## src/rtl/alu_trace_pkg.sv

```systemverilog
// Shared trace-stream definitions: tag codes, receiver states, record layout.
package alu_trace_pkg;

    localparam int unsigned BYTE_W   = 8;
    localparam int unsigned TAG_W    = 3;
    localparam int unsigned NUM_TAGS = 7;

    localparam logic [TAG_W-1:0] TAG_OPCODE = 3'd0;
    localparam logic [TAG_W-1:0] TAG_A      = 3'd1;
    localparam logic [TAG_W-1:0] TAG_B      = 3'd2;
    localparam logic [TAG_W-1:0] TAG_RESULT = 3'd3;
    localparam logic [TAG_W-1:0] TAG_CARRY  = 3'd4;
    localparam logic [TAG_W-1:0] TAG_BORROW = 3'd5;
    localparam logic [TAG_W-1:0] TAG_PC     = 3'd6;

    typedef enum logic [0:0] {
        HUNT    = 1'b0,
        COLLECT = 1'b1
    } state_e;

    typedef struct packed {
        logic        [BYTE_W-1:0] opcode;
        logic signed [BYTE_W-1:0] a;
        logic signed [BYTE_W-1:0] b;
        logic signed [BYTE_W-1:0] result;
        logic                     carry;
        logic                     borrow;
        logic        [BYTE_W-1:0] pc;
    } alu_rec_t;

    // Merge one tagged byte into a partially assembled record.
    function automatic alu_rec_t capture_field(alu_rec_t r, logic [TAG_W-1:0] tag,
                                               logic [BYTE_W-1:0] d);
        alu_rec_t o;
        o = r;
        case (tag)
            TAG_OPCODE: o.opcode = d;
            TAG_A:      o.a      = d;
            TAG_B:      o.b      = d;
            TAG_RESULT: o.result = d;
            TAG_CARRY:  o.carry  = d[0];
            TAG_BORROW: o.borrow = d[0];
            TAG_PC:     o.pc     = d;
            default:    o        = r;
        endcase
        return o;
    endfunction

endpackage

```

## src/rtl/alu_trace_receiver_if.sv

```systemverilog
// Trace byte input bus plus the record valid/ready output channel.
interface alu_trace_receiver_if;
    import alu_trace_pkg::*;

    logic        [BYTE_W-1:0] data_in;
    logic        [TAG_W-1:0]  data_type;
    logic                     data_valid;
    logic        [BYTE_W-1:0] rec_opcode;
    logic        [BYTE_W-1:0] rec_pc;
    logic signed [BYTE_W-1:0] rec_a;
    logic signed [BYTE_W-1:0] rec_b;
    logic signed [BYTE_W-1:0] rec_result;
    logic                     rec_carry;
    logic                     rec_borrow;
    logic                     rec_valid;
    logic                     rec_ready;

    // Trace source and record consumer side.
    modport master (
        output data_in, data_type, data_valid, rec_ready,
        input  rec_opcode, rec_pc, rec_a, rec_b, rec_result,
               rec_carry, rec_borrow, rec_valid
    );

    // Receiver side.
    modport slave (
        input  data_in, data_type, data_valid, rec_ready,
        output rec_opcode, rec_pc, rec_a, rec_b, rec_result,
               rec_carry, rec_borrow, rec_valid
    );
endinterface

```

## src/rtl/alu_trace_recbuf.sv

```systemverilog
// One-deep record holding register: publishes a completed frame or drops it.
module alu_trace_recbuf
    import alu_trace_pkg::*;
(
    input  logic     clk,
    input  logic     rst_n,
    input  logic     load,
    input  alu_rec_t rec_in,
    input  logic     rec_ready,
    output alu_rec_t rec_out,
    output logic     rec_valid,
    output logic     ovf,
    output logic     pub_c
);

    // A frame may load when the slot is empty or is being emptied this cycle.
    assign pub_c = load & (~rec_valid | rec_ready);

    // Holding register, handshake flag and drop pulse.
    always_ff @(posedge clk or negedge rst_n) begin
        if (!rst_n) begin
            rec_out   <= '0;
            rec_valid <= 1'b0;
            ovf       <= 1'b0;
        end else begin
            ovf <= load & ~pub_c;
            if (pub_c) begin
                rec_out   <= rec_in;
                rec_valid <= 1'b1;
            end else if (rec_valid && rec_ready) begin
                rec_valid <= 1'b0;
            end
        end
    end

endmodule

```

## src/rtl/alu_trace_receiver.sv

```systemverilog
// Reassembles seven tagged trace bytes into one ALU record with ordering checks.
module alu_trace_receiver
    import alu_trace_pkg::*;
#(
    parameter int unsigned CNT_W = 16,
    parameter int unsigned ERR_W = 8
) (
    input  logic             clk,
    input  logic             rst_n,
    alu_trace_receiver_if.slave bus,
    output logic             seq_err,
    output logic             ovf,
    output logic [CNT_W-1:0] frame_cnt,
    output logic [ERR_W-1:0] err_cnt,
    output logic [ERR_W-1:0] ovf_cnt
);

    localparam logic [0:0]       ST_HUNT    = HUNT;
    localparam logic [0:0]       ST_COLLECT = COLLECT;
    localparam logic [TAG_W-1:0] LAST_TAG   = TAG_W'(NUM_TAGS - 1);

    logic [0:0]       state_q, state_n;
    logic [TAG_W-1:0] exp_q, exp_n;
    alu_rec_t         asm_q, asm_n;
    alu_rec_t         rec_q;
    logic             load_c, err_c, pub_c, drop_c;

    // Sequencer state, expected tag and assembly buffer.
    always_ff @(posedge clk or negedge rst_n) begin
        if (!rst_n) begin
            state_q <= ST_HUNT;
            exp_q   <= '0;
            asm_q   <= '0;
        end else begin
            state_q <= state_n;
            exp_q   <= exp_n;
            asm_q   <= asm_n;
        end
    end

    // Next-state, field capture, completion and ordering-error detection.
    always_comb begin
        state_n = state_q;
        exp_n   = exp_q;
        asm_n   = asm_q;
        load_c  = 1'b0;
        err_c   = 1'b0;
        if (bus.data_valid) begin
            case (state_q)
                ST_HUNT: begin
                    if (bus.data_type == TAG_OPCODE) begin
                        asm_n   = capture_field(asm_q, TAG_OPCODE, bus.data_in);
                        exp_n   = TAG_A;
                        state_n = ST_COLLECT;
                    end
                end
                ST_COLLECT: begin
                    if (bus.data_type == exp_q) begin
                        asm_n = capture_field(asm_q, bus.data_type, bus.data_in);
                        if (exp_q == LAST_TAG) begin
                            load_c  = 1'b1;
                            exp_n   = '0;
                            state_n = ST_HUNT;
                        end else begin
                            exp_n = exp_q + TAG_W'(1);
                        end
                    end else begin
                        err_c = 1'b1;
                        if (bus.data_type == TAG_OPCODE) begin
                            asm_n = capture_field(asm_q, TAG_OPCODE, bus.data_in);
                            exp_n = TAG_A;
                        end else begin
                            exp_n   = '0;
                            state_n = ST_HUNT;
                        end
                    end
                end
                default: begin
                    exp_n   = '0;
                    state_n = ST_HUNT;
                end
            endcase
        end
    end

    // Record output stage; loads from asm_n so the tag-6 byte appears next cycle.
    alu_trace_recbuf u_recbuf (
        .clk       (clk),
        .rst_n     (rst_n),
        .load      (load_c),
        .rec_in    (asm_n),
        .rec_ready (bus.rec_ready),
        .rec_out   (rec_q),
        .rec_valid (bus.rec_valid),
        .ovf       (ovf),
        .pub_c     (pub_c)
    );

    assign drop_c = load_c & ~pub_c;

    assign bus.rec_opcode = rec_q.opcode;
    assign bus.rec_a      = rec_q.a;
    assign bus.rec_b      = rec_q.b;
    assign bus.rec_result = rec_q.result;
    assign bus.rec_carry  = rec_q.carry;
    assign bus.rec_borrow = rec_q.borrow;
    assign bus.rec_pc     = rec_q.pc;

    // Error pulse plus wrapping frame counter and saturating error/drop counters.
    always_ff @(posedge clk or negedge rst_n) begin
        if (!rst_n) begin
            seq_err   <= 1'b0;
            frame_cnt <= '0;
            err_cnt   <= '0;
            ovf_cnt   <= '0;
        end else begin
            seq_err <= err_c;
            if (pub_c) begin
                frame_cnt <= frame_cnt + CNT_W'(1);
            end
            if (err_c && (err_cnt != {ERR_W{1'b1}})) begin
                err_cnt <= err_cnt + ERR_W'(1);
            end
            if (drop_c && (ovf_cnt != {ERR_W{1'b1}})) begin
                ovf_cnt <= ovf_cnt + ERR_W'(1);
            end
        end
    end

endmodule

```

## src/flat_wrapper.sv

```systemverilog
// flat-port wrapper written by rule: the top's interface ports become plain ports
module alu_trace_receiver_flat import alu_trace_pkg::*;
#(
    parameter int unsigned CNT_W = 16,
    parameter int unsigned ERR_W = 8
)
  (clk, rst_n, seq_err, ovf, frame_cnt, err_cnt, ovf_cnt, bus_data_in, bus_data_type, bus_data_valid, bus_rec_ready, bus_rec_opcode, bus_rec_pc, bus_rec_a, bus_rec_b, bus_rec_result, bus_rec_carry, bus_rec_borrow, bus_rec_valid);
  alu_trace_receiver_if bus_i ();
  input  logic clk;
  input  logic rst_n;
  output logic seq_err;
  output logic ovf;
  output logic [CNT_W-1:0] frame_cnt;
  output logic [ERR_W-1:0] err_cnt;
  output logic [ERR_W-1:0] ovf_cnt;
  input wire logic [$bits(bus_i.data_in)-1:0] bus_data_in;
  input wire logic [$bits(bus_i.data_type)-1:0] bus_data_type;
  input wire logic [$bits(bus_i.data_valid)-1:0] bus_data_valid;
  input wire logic [$bits(bus_i.rec_ready)-1:0] bus_rec_ready;
  output wire logic [$bits(bus_i.rec_opcode)-1:0] bus_rec_opcode;
  output wire logic [$bits(bus_i.rec_pc)-1:0] bus_rec_pc;
  output wire logic [$bits(bus_i.rec_a)-1:0] bus_rec_a;
  output wire logic [$bits(bus_i.rec_b)-1:0] bus_rec_b;
  output wire logic [$bits(bus_i.rec_result)-1:0] bus_rec_result;
  output wire logic [$bits(bus_i.rec_carry)-1:0] bus_rec_carry;
  output wire logic [$bits(bus_i.rec_borrow)-1:0] bus_rec_borrow;
  output wire logic [$bits(bus_i.rec_valid)-1:0] bus_rec_valid;
  assign bus_i.data_in = bus_data_in;
  assign bus_i.data_type = bus_data_type;
  assign bus_i.data_valid = bus_data_valid;
  assign bus_i.rec_ready = bus_rec_ready;
  assign bus_rec_opcode = bus_i.rec_opcode;
  assign bus_rec_pc = bus_i.rec_pc;
  assign bus_rec_a = bus_i.rec_a;
  assign bus_rec_b = bus_i.rec_b;
  assign bus_rec_result = bus_i.rec_result;
  assign bus_rec_carry = bus_i.rec_carry;
  assign bus_rec_borrow = bus_i.rec_borrow;
  assign bus_rec_valid = bus_i.rec_valid;
  alu_trace_receiver #(.CNT_W(CNT_W), .ERR_W(ERR_W)) u_core (.clk(clk), .rst_n(rst_n), .bus(bus_i), .seq_err(seq_err), .ovf(ovf), .frame_cnt(frame_cnt), .err_cnt(err_cnt), .ovf_cnt(ovf_cnt));
endmodule
```

## config.mk

```make
export PLATFORM = sky130hd
export DESIGN_NAME = alu_trace_receiver_flat
export DESIGN_NICKNAME = d
export VERILOG_FILES = /design/src/rtl/alu_trace_pkg.sv /design/src/rtl/alu_trace_receiver_if.sv /design/src/rtl/alu_trace_recbuf.sv /design/src/rtl/alu_trace_receiver.sv /design/src/flat_wrapper.sv
export SDC_FILE = /design/constraint.sdc
export NUM_CORES = 1
export LEC_CHECK = 0
export CAP_MARGIN = 0
export CORE_MARGIN = 3
export CORE_UTILIZATION = 58
export CTS_BUF_LIST = sky130_fd_sc_hd__clkbuf_8
export CTS_CLUSTER_SIZE = 12
export DETAILED_ROUTE_END_ITERATION = 16
export HOLD_SLACK_MARGIN = 0.02
export PLACE_DENSITY = 0.95
export SLEW_MARGIN = 20
export SYNTH_ARGS = -nofsm -noshare
export SYNTH_HDL_FRONTEND = slang
export SYNTH_SLANG_ARGS = --single-unit
```

## constraint.sdc

```tcl
create_clock -name clk -period 3.2 [get_ports clk]
set_input_delay 0.48 -clock clk [delete_from_list [all_inputs] [get_ports clk]]
set_output_delay 0.48 -clock clk [all_outputs]
set_load 0.02 [all_outputs]
```

; ---- Yosys cells after proc, flatten, opt, wreduce, memory -nomap -nowiden
; Index checks and enable logic that the tools add are counted.
[word_totals]
out_inout_bits = 77
elab_cells = 78
ff_bits = 123
inputBits = 15
[classes]
mux = 29
add_sub_neg = 4
bitwise_logic = 6
n_reduce_logical = 6
n_eq_ne = 11
[op_table]
columns = op, count
row1 = 2-to-1 mux 42 bit, 3
row2 = case mux 42 bit (2 select lines), 1
row3 = 2-to-1 mux 8 bit, 5
row4 = "adder 16 x 1 -> 16 bit, second input constant", 1
row5 = "adder 8 x 1 -> 8 bit, second input constant", 2
row6 = "!= test 8 bit, second input constant", 2
row7 = 2-to-1 mux 1 bit, 15
row8 = "equality test 3 bit, second input constant", 4
row9 = 2-to-1 mux 3 bit, 3
row10 = "equality test 3 x 2 -> 1 bit, second input constant", 2
row11 = case mux 3 bit (2 select lines), 1
row12 = "adder 3 x 1 -> 3 bit, second input constant", 1
row13 = "equality test 3 x 1 -> 1 bit, second input constant", 1
row14 = equality test 3 bit, 1
row15 = logical AND 1 bit, 3
row16 = zero test 3 bit, 1
row17 = inverter 1 bit, 3
row18 = bitwise AND 1 bit, 2
row19 = "!= test 2 x 1 -> 1 bit, second input constant", 1
row20 = case mux 1 bit (2 select lines), 1
row21 = AND reduction 2 bit, 1
row22 = nonzero test 2 bit, 1
row23 = bitwise OR 1 bit, 1

; ---- Depth between registers and ports, before layout
; Gate-level depths: netlist of run 1.
[logic_depth]
word_depth = 9
depth_mapped = 7
mapped_depth_nobuf = 5

; ---- Modules after synthesis
; Synthesis of run 1 repeated with hierarchy kept, for this count alone.
[hier_totals]
hier_cells = 356
area_unflattened_um2 = 5248.8
[modules_own_cells]
columns = module, area_per_inst_um2, cells_per_inst, n_inst, seq_area_each_um2
row1 = alu_trace_receiver, 3443.3, 260, 1, 1976.9
row2 = alu_trace_recbuf, 1805.5, 96, 1, 1101.1

; ---- Worst setup path after synthesis of run 1
; Ideal clock, no wire load.
[synth_timing]
kind = input to register
from = input bus_data_type[0]
to = register u_core.u_recbuf.rec_out[36] (netlist bit)
arrival_time_ns = 2.091
slack_ns = 0.984
cell_stages = 5
setup_time_ns = 0.125
cell_sequence = buf_2 > nor4b_1 > buf_2 > mux2_2 > mux2_2
[synth_rtl]
columns = item, line_no
row1 = start: declaration, flat_wrapper.sv:17  ; input wire logic [$bits(bus_i.data_type)-1:0] bus_data_type;
row2 = end signal: assignment, alu_trace_recbuf.sv:28  ; rec_out <= rec_in;
row3 = end: declaration, alu_trace_recbuf.sv:10  ; output alu_rec_t rec_out,

; ---- Worst setup path in the final report of run 1
[layout_timing]
from = input bus_data_type[0]
to = register u_core.u_recbuf.rec_out[0] (netlist bit)
[layout_between]
elab_chain_cells = 5
word_cells_on_any_way = 10
cone_classes = eq/ne (2) / mux (7) / bitwise (1)
[layout_rtl]
columns = item, line_no
row1 = "equality test 3 bit, on equally long branches", "alu_trace_pkg.sv:36, alu_trace_receiver.sv:58"
row2 = 2-to-1 mux 8 bit / 2-to-1 mux 1 bit (equally long branches), "alu_trace_pkg.sv:36, alu_trace_receiver.sv:58"
row3 = 2-to-1 mux 42 bit / 2-to-1 mux 1 bit (equally long branches), "alu_trace_receiver.sv:58, alu_trace_receiver.sv:49"
row4 = case mux 42 bit (2 select lines) / 2-to-1 mux 1 bit (equally long branches), "alu_trace_receiver.sv:49, alu_trace_receiver.sv:48"
row5 = 2-to-1 mux 42 bit / bitwise AND 1 bit (equally long branches), "alu_trace_receiver.sv:48, alu_trace_recbuf.sv:17"
; Parallel ways exist; a longest one is shown, timed or not.
; A chain may end at the register's enable or synchronous reset.

==> results.tsv, run 1 <==
metric	value	unit
Max Clk Rate	405	MHz
R2R Path Start	u_core.exp_q[1]	
YS warnings	0	
post-route cell area	6510	sq um
Mapped Cells	386	
relative slew slack	0.549	
vias in the first global route	3674	
post-DR wirelength/cell	19.0	um
port buffer count	91	
sequential share of the synthesized area	0.587	
antenna violations before repair	0	
VDD IR-drop max	0.000416	V
Reg2Reg Depth	5	
post-synthesis compound-gate area fraction	0.0456	
DP Area	6090	sq um
Leakage	3.28	nW
endpoints failing setup	0	
worst min path class	input port to async pin	
Setup crit start	bus_data_type[0]	
via/cell ratio	5.77	
diodes inserted	0	
standard-cell row count	33	
Area Overhead vs Synth	28.3	%
RSZ-0062 raised after global routing	no	
most frequent cell after synthesis	dfrtp_1	
Setup Buffers After CTS	0	
EDFF count, synth	0	
CORE AREA	8340	sq um
Pwr Density	504	nW/um^2
largest cells by area after synthesis	dfrtp_1 59%, mux2_2 11%, xor2_1 3.8%, a21o_1 2.7%, nor2b_1 2.0%	
Iteration-0 DRC Markers	189	
GR Overflow Total	0	
final setup skew	0.0101	ns
1st-pass router iterations	4	
DRT antenna net count	0	
drt drc	0	
first-pass GRT wire length	18900	um
Setup TNS	0	ns
top cell type by total area after synthesis	dfrtp_1	
Worst Setup EP	u_core.u_recbuf.rec_out[0]	
endpoint type of the worst setup path	register	
Die Wd	99.6	um
largest net degree at the start of global routing	54	
Clock Pin Slew Worst Setup and Hold Paths	0.08	ns
Slew Viols, Final	0	
R2R setup slack	0.92	ns
# nets final	506	
post-synthesis simple-gate area fraction	0.123	
Layout Cells excl Fill	606	
time the worst path needs with I/O delays and setup	2.47	ns
share of layout cells above drive strength 1	0.210	
CP arrival	2.76	ns
CP required	3.49	ns
worst-margin pin slew	0.676	ns
r2r endpoint	u_core.u_recbuf.rec_out[0]	
Main synth FF type	dfrtp_1	
Yosys reg bits	119	
post-synthesis xor/xnor area fraction	0.0535	
placer congestion estimate	0.879	
WS Path Type	input port to register	
# hold bufs at CTS	0	
DPL Wire Length	7540	um
Synth top cells by count	119 x dfrtp_1, 50 x mux2_2, 22 x xor2_1	
CP Max Fanout	26	
final hold vios	0	
I/O pin count	92	
post-cts sizing count	0	
Starting Density	0.609	
Syn Area/Cell	13.2	sq um
run status	finished clean	
Via Count	3497	
H-tree levels	4	
gr usage total	0.243	
area of the mapped netlist	5080	sq um
adder-cell share of the synthesized area	0.00739	
main combinational cell family by area after synthesis	multiplexers	
multiplexer share of the synthesized area	0.150	
WL final	11500	um
top-area cell type share of the netlist area	0.587	
CP Launch Type	input port	
total CTS buffers	17	
die area	9910	sq um
Vert. Die Dim	99.6	um
async set-or-reset flop fraction in the synthesized netlist	1.00	
max cap viols	0	
Distinct cells, synth	48	
CTS Sinks	119	
Worst-Skew Late Latency	0.41	ns
Post-Syn Nets	404	
fin crit share	0.771	
CTS tree	built	
placed cells	574	
CTS Root Buffer Type	clkbuf_8	
clk buf depth	2	
==> cell type report <==
type	instances	area (sq um)
Inverter	15	56.3
Fill cell	482	1830
Clock buffer	18	248
Timing Repair Buffer	99	981
Multi-Input combinational cell	236	1940
Clock inverter	14	175
Sequential cell	119	2980
Tap cell	105	131
==> layout by cell type (no fill, tap or decap), types with 2 or more instances in the layout <==
| master | Yosys | layout |
|---|---|---|
| nor2_1 | 6 | 6 |
| a21o_1 | 18 | 18 |
| clkinv_2 | 0 | 2 |
| ha_1 | 3 | 3 |
| clkbuf_8 | 0 | 18 |
| mux2_2 | 50 | 50 |
| o31ai_1 | 2 | 2 |
| o21ai_0 | 2 | 2 |
| mux2_1 | 7 | 7 |
| o22ai_1 | 3 | 3 |
| nor4_1 | 8 | 8 |
| inv_1 | 15 | 15 |
| clkinvlp_4 | 0 | 3 |
| xor2_1 | 22 | 22 |
| dfrtp_1 | 119 | 119 |
| clkinv_4 | 0 | 4 |
| nand2_1 | 16 | 16 |
| a21oi_1 | 2 | 2 |
| nand4_1 | 7 | 7 |
| nor4_2 | 2 | 2 |
| inv_6 | 0 | 2 |
| clkdlybuf4s50_1 | 0 | 90 |
| nand3_1 | 8 | 8 |
| nand2b_1 | 2 | 2 |
| mux2i_1 | 6 | 6 |
| nor3_1 | 18 | 18 |
| and4_1 | 3 | 3 |
| nor2b_1 | 16 | 16 |
| and3_1 | 4 | 4 |
| xnor2_1 | 9 | 9 |
| buf_4 | 4 | 8 |
| mux2_4 | 4 | 4 |
| bufinv_16 | 0 | 3 |
==> flip-flops by register name, indices dropped and copies added (netlist names) <==
| name | flops |
|---|---|
| u_core.asm_q | 38 |
| u_core.err_cnt | 8 |
| u_core.exp_q | 3 |
| u_core.frame_cnt | 16 |
| u_core.ovf_cnt | 8 |
| u_core.seq_err | 1 |
| u_core.state_q | 1 |
| u_core.u_recbuf.ovf | 1 |
| u_core.u_recbuf.rec_out | 42 |
| u_core.u_recbuf.rec_valid | 1 |
==> stage by stage <==
step                      setup WS [ns]  utilization  hold WS, ns  total power, mW
after floorplan                   0.984            -        0.184             1.75
after global placement            0.474        0.730        0.457             1.86
final                             0.731        0.781       0.0955             3.28
after global routing              0.672        0.781        0.126             3.39
after detailed placement          0.380        0.730        0.462             1.88
after CTS                         0.791        0.781        0.114             3.29
==> routing by layer <==
metal | GRT usage | part of all wire | vias up
met3 | 0.0484 | 0.056 | 25
met5 | 0 | 0 | -
met2 | 0.409 | 0.51 | 120
li1 | - | - | 1567
met4 | 0.0830 | 0.023 | 0
met1 | 0.316 | 0.41 | 1785
==> worst min path at each step <==
stage / start / to / slack (ns) / cells past startpoint
after CTS: rst_n / u_core.asm_q[24] / 0.11 / 1
after detailed placement: u_core.frame_cnt[15] / u_core.frame_cnt[15] / 0.46 / 1
after global routing: rst_n / u_core.asm_q[24] / 0.13 / 1
after global placement: u_core.frame_cnt[15] / u_core.frame_cnt[15] / 0.46 / 1
final: rst_n / u_core.asm_q[24] / 0.1 / 1
after floorplan: rst_n / u_core.asm_q[0] / 0.18 / 0
==> worst max-delay path: stages <==
cell and delay, ns:
clkdlybuf4s50_1 0.60, xnor2_1 0.46, nand4_2 0.19, nor3b_4 0.25, buf_4 0.36, mux2_2 0.39
==> cell families (layout without fill, tap and decap cells) <==
| logic type | after synthesis | count (layout) |
|---|---|---|
| DFF | 119 | 119 |
| and+or+nand+nor | 103 | 103 |
| muxes | 67 | 67 |
| AOI/OAI and AO/OA | 32 | 32 |
| xor gates and xnor gates | 31 | 31 |
| buffers and inverters | 31 | 146 |
| adders and majority gates | 3 | 3 |
==> report_power, final <==
part	internal (mW)	switching [mW]	leakage [nW]	total, mW
combinational	0.113	0.134	1.49	0.247
clock	0.798	0.631	0.206	1.43
sequential	1.56	0.0498	1.58	1.61
Power figures use the tool's default switching activity.
==> run 2: changes to the inputs <==
CORE_UTILIZATION = 49   (was 58)
PLACE_DENSITY = 0.87   (was 0.95)
clock period = 2.08 ns   (was 3.2 ns; I/O delays follow)
==> results.tsv, run 2 (same netlist as run 1, synthesis figures left out) <==
metric	value	unit
share of layout cells above drive strength 1	0.254	
CTS tree	built	
Top delay family on crit path	buffers and inverters	
Iteration-0 DRC Markers	220	
I/O pin count	92	
Leakage	3.45	nW
Max Clk Rate	495	MHz
1st-pass router iterations	4	
post-cts sizing count	0	
Worst-Skew Late Latency	0.43	ns
Setup TNS	0	ns
run status	finished clean	
VDD IR-drop max	0.000823	V
drt drc	0	
Worst path max stage delay	0.68	ns
Reg2Reg Depth	5	
commonest non-fill, non-tap cell in the layout	dfrtp_1	
# nets final	537	
Slew Viols, Final	0	
CTS Root Buffer Type	clkbuf_8	
clk buf depth	2	
gr usage total	0.204	
Die Wd	108	um
RSZ-0062 raised after global routing	no	
Pwr Density	767	nW/um^2
Crit-path slowest cell	or4_1	
port buffer count	91	
WS Path Type	input port to register	
largest register by flop count	u_core.u_recbuf.rec_out	
relative slew slack	0.573	
fin crit share	0.970	
endpoint type of the worst setup path	register	
CP Max Fanout	6	
standard-cell row count	36	
grt met3 use	0.0492	
gr busiest metal	met2	
die area	11600	sq um
vias in the first global route	3593	
diodes inserted	0	
CORE AREA	9910	sq um
# hold bufs at CTS	1	
Area Overhead vs Synth	34.5	%
CP Buf/Inv Count	2	
CP Launch Type	input port	
first-pass GRT wire length	18400	um
time the worst path needs with I/O delays and setup	2.02	ns
post-DR wirelength/cell	16.8	um
WL final	11200	um
max cap viols	0	
Vert. Die Dim	108	um
max reg flops	42	
critical path depth in cells	5	
Starting Density	0.512	
final setup skew	0.0128	ns
Layout Cells excl Fill	665	
total CTS buffers	17	
CP required	2.39	ns
GRT met2 Usage	0.321	
placer congestion estimate	0.850	
via/cell ratio	5.29	
worst min path class	input port to async pin	
critical path cell sequence	clkdlybuf4s50_1 > buf_4 > or4_1 > mux2_4 > mux2_2	
GR Overflow Total	0	
Clock Pin Slew Worst Setup and Hold Paths	0.07	ns
endpoints failing setup	0	
antenna violations before repair	0	
largest net degree at the start of global routing	120	
H-tree levels	4	
DPL Wire Length	7760	um
CTS Sinks	119	
Setup Buffers After CTS	0	
final hold vios	0	
commonest cells after routing, fill and taps aside	119 x dfrtp_1, 90 x clkdlybuf4s50_1, 50 x mux2_2, 37 x buf_4, 22 x xor2_1	
Via Count	3515	
routing usage on met1	0.276	
Largest regs	u_core.u_recbuf.rec_out x42, u_core.asm_q x38, u_core.frame_cnt x16	
CP arrival	2.32	ns
DRT antenna net count	0	
worst-margin pin slew	0.641	ns
placed cells	632	
-- run 2: changes by cell type in the layout (fill, tap and decap cells not counted) --
cell	before	now
buf_4	8	37
inv_8	0	1
buf_12	1	2
dlygate4sd3_1	0	1
bufinv_16	3	4
clkbuf_8	18	19
inv_6	2	1
clkinv_2	2	1
clkinvlp_4	3	2
-- run 2: power by group --
part	total [mW]	internal [mW]	switching, mW
clock	2.34	1.39	0.953
sequential	2.46	2.39	0.0621
combinational	0.441	0.216	0.225
-- run 2: final timing paths --
path / to / slack [ns] / from
worst max-delay path: u_core.u_recbuf.rec_out[2] / 0.06 / bus_data_type[0]
worst min-delay path: u_core.err_cnt[5] / 0.47 / rst_n
worst max register to register: u_core.ovf_cnt[1] / 0.11 / u_core.ovf_cnt[0]
worst min register to register: u_core.frame_cnt[15] / 0.48 / u_core.frame_cnt[15]
max in group asynchronous: u_core.err_cnt[0] / 1.08 / rst_n
min in group clk: u_core.frame_cnt[15] / 0.48 / u_core.frame_cnt[15]
-- run 2: cell type report --
class	instances	area, sq um
Clock buffer	19	262
Inverter	15	56.3
Fill cell	675	3080
Tap cell	133	166
Clock inverter	13	195
Multi-Input combinational cell	236	1940
Timing Repair Buffer	130	1230
Sequential cell	119	2980
-- run 2: per-stage QoR --
stage	hold slack (ns)	util	setup WS, ns	instance area (sq um)	total power [mW]
after floorplan	0.0164	-	0.0324	5080	2.69
after global placement	0.444	0.642	-0.286	6360	2.92
after detailed placement	0.452	0.642	-0.351	6360	2.94
after CTS	0.482	0.689	0.0918	6830	5.28
after global routing	0.491	0.689	0.00471	6830	5.43
final	0.470	0.689	0.0617	6830	5.24
-- run 2: per-layer routing --
layer | wire length (um) | vias up | share of wire
met5 | 0 | - | 0
met4 | 165 | 0 | 0.015
met3 | 608 | 13 | 0.054
met2 | 5530 | 104 | 0.49
met1 | 4900 | 1770 | 0.44
li1 | - | 1628 | -
-- run 2: worst min-delay path, cell delays in order --
cell and delay, ns:
dlygate4sd3_1 0.53, buf_4 0.11, buf_12 0.42
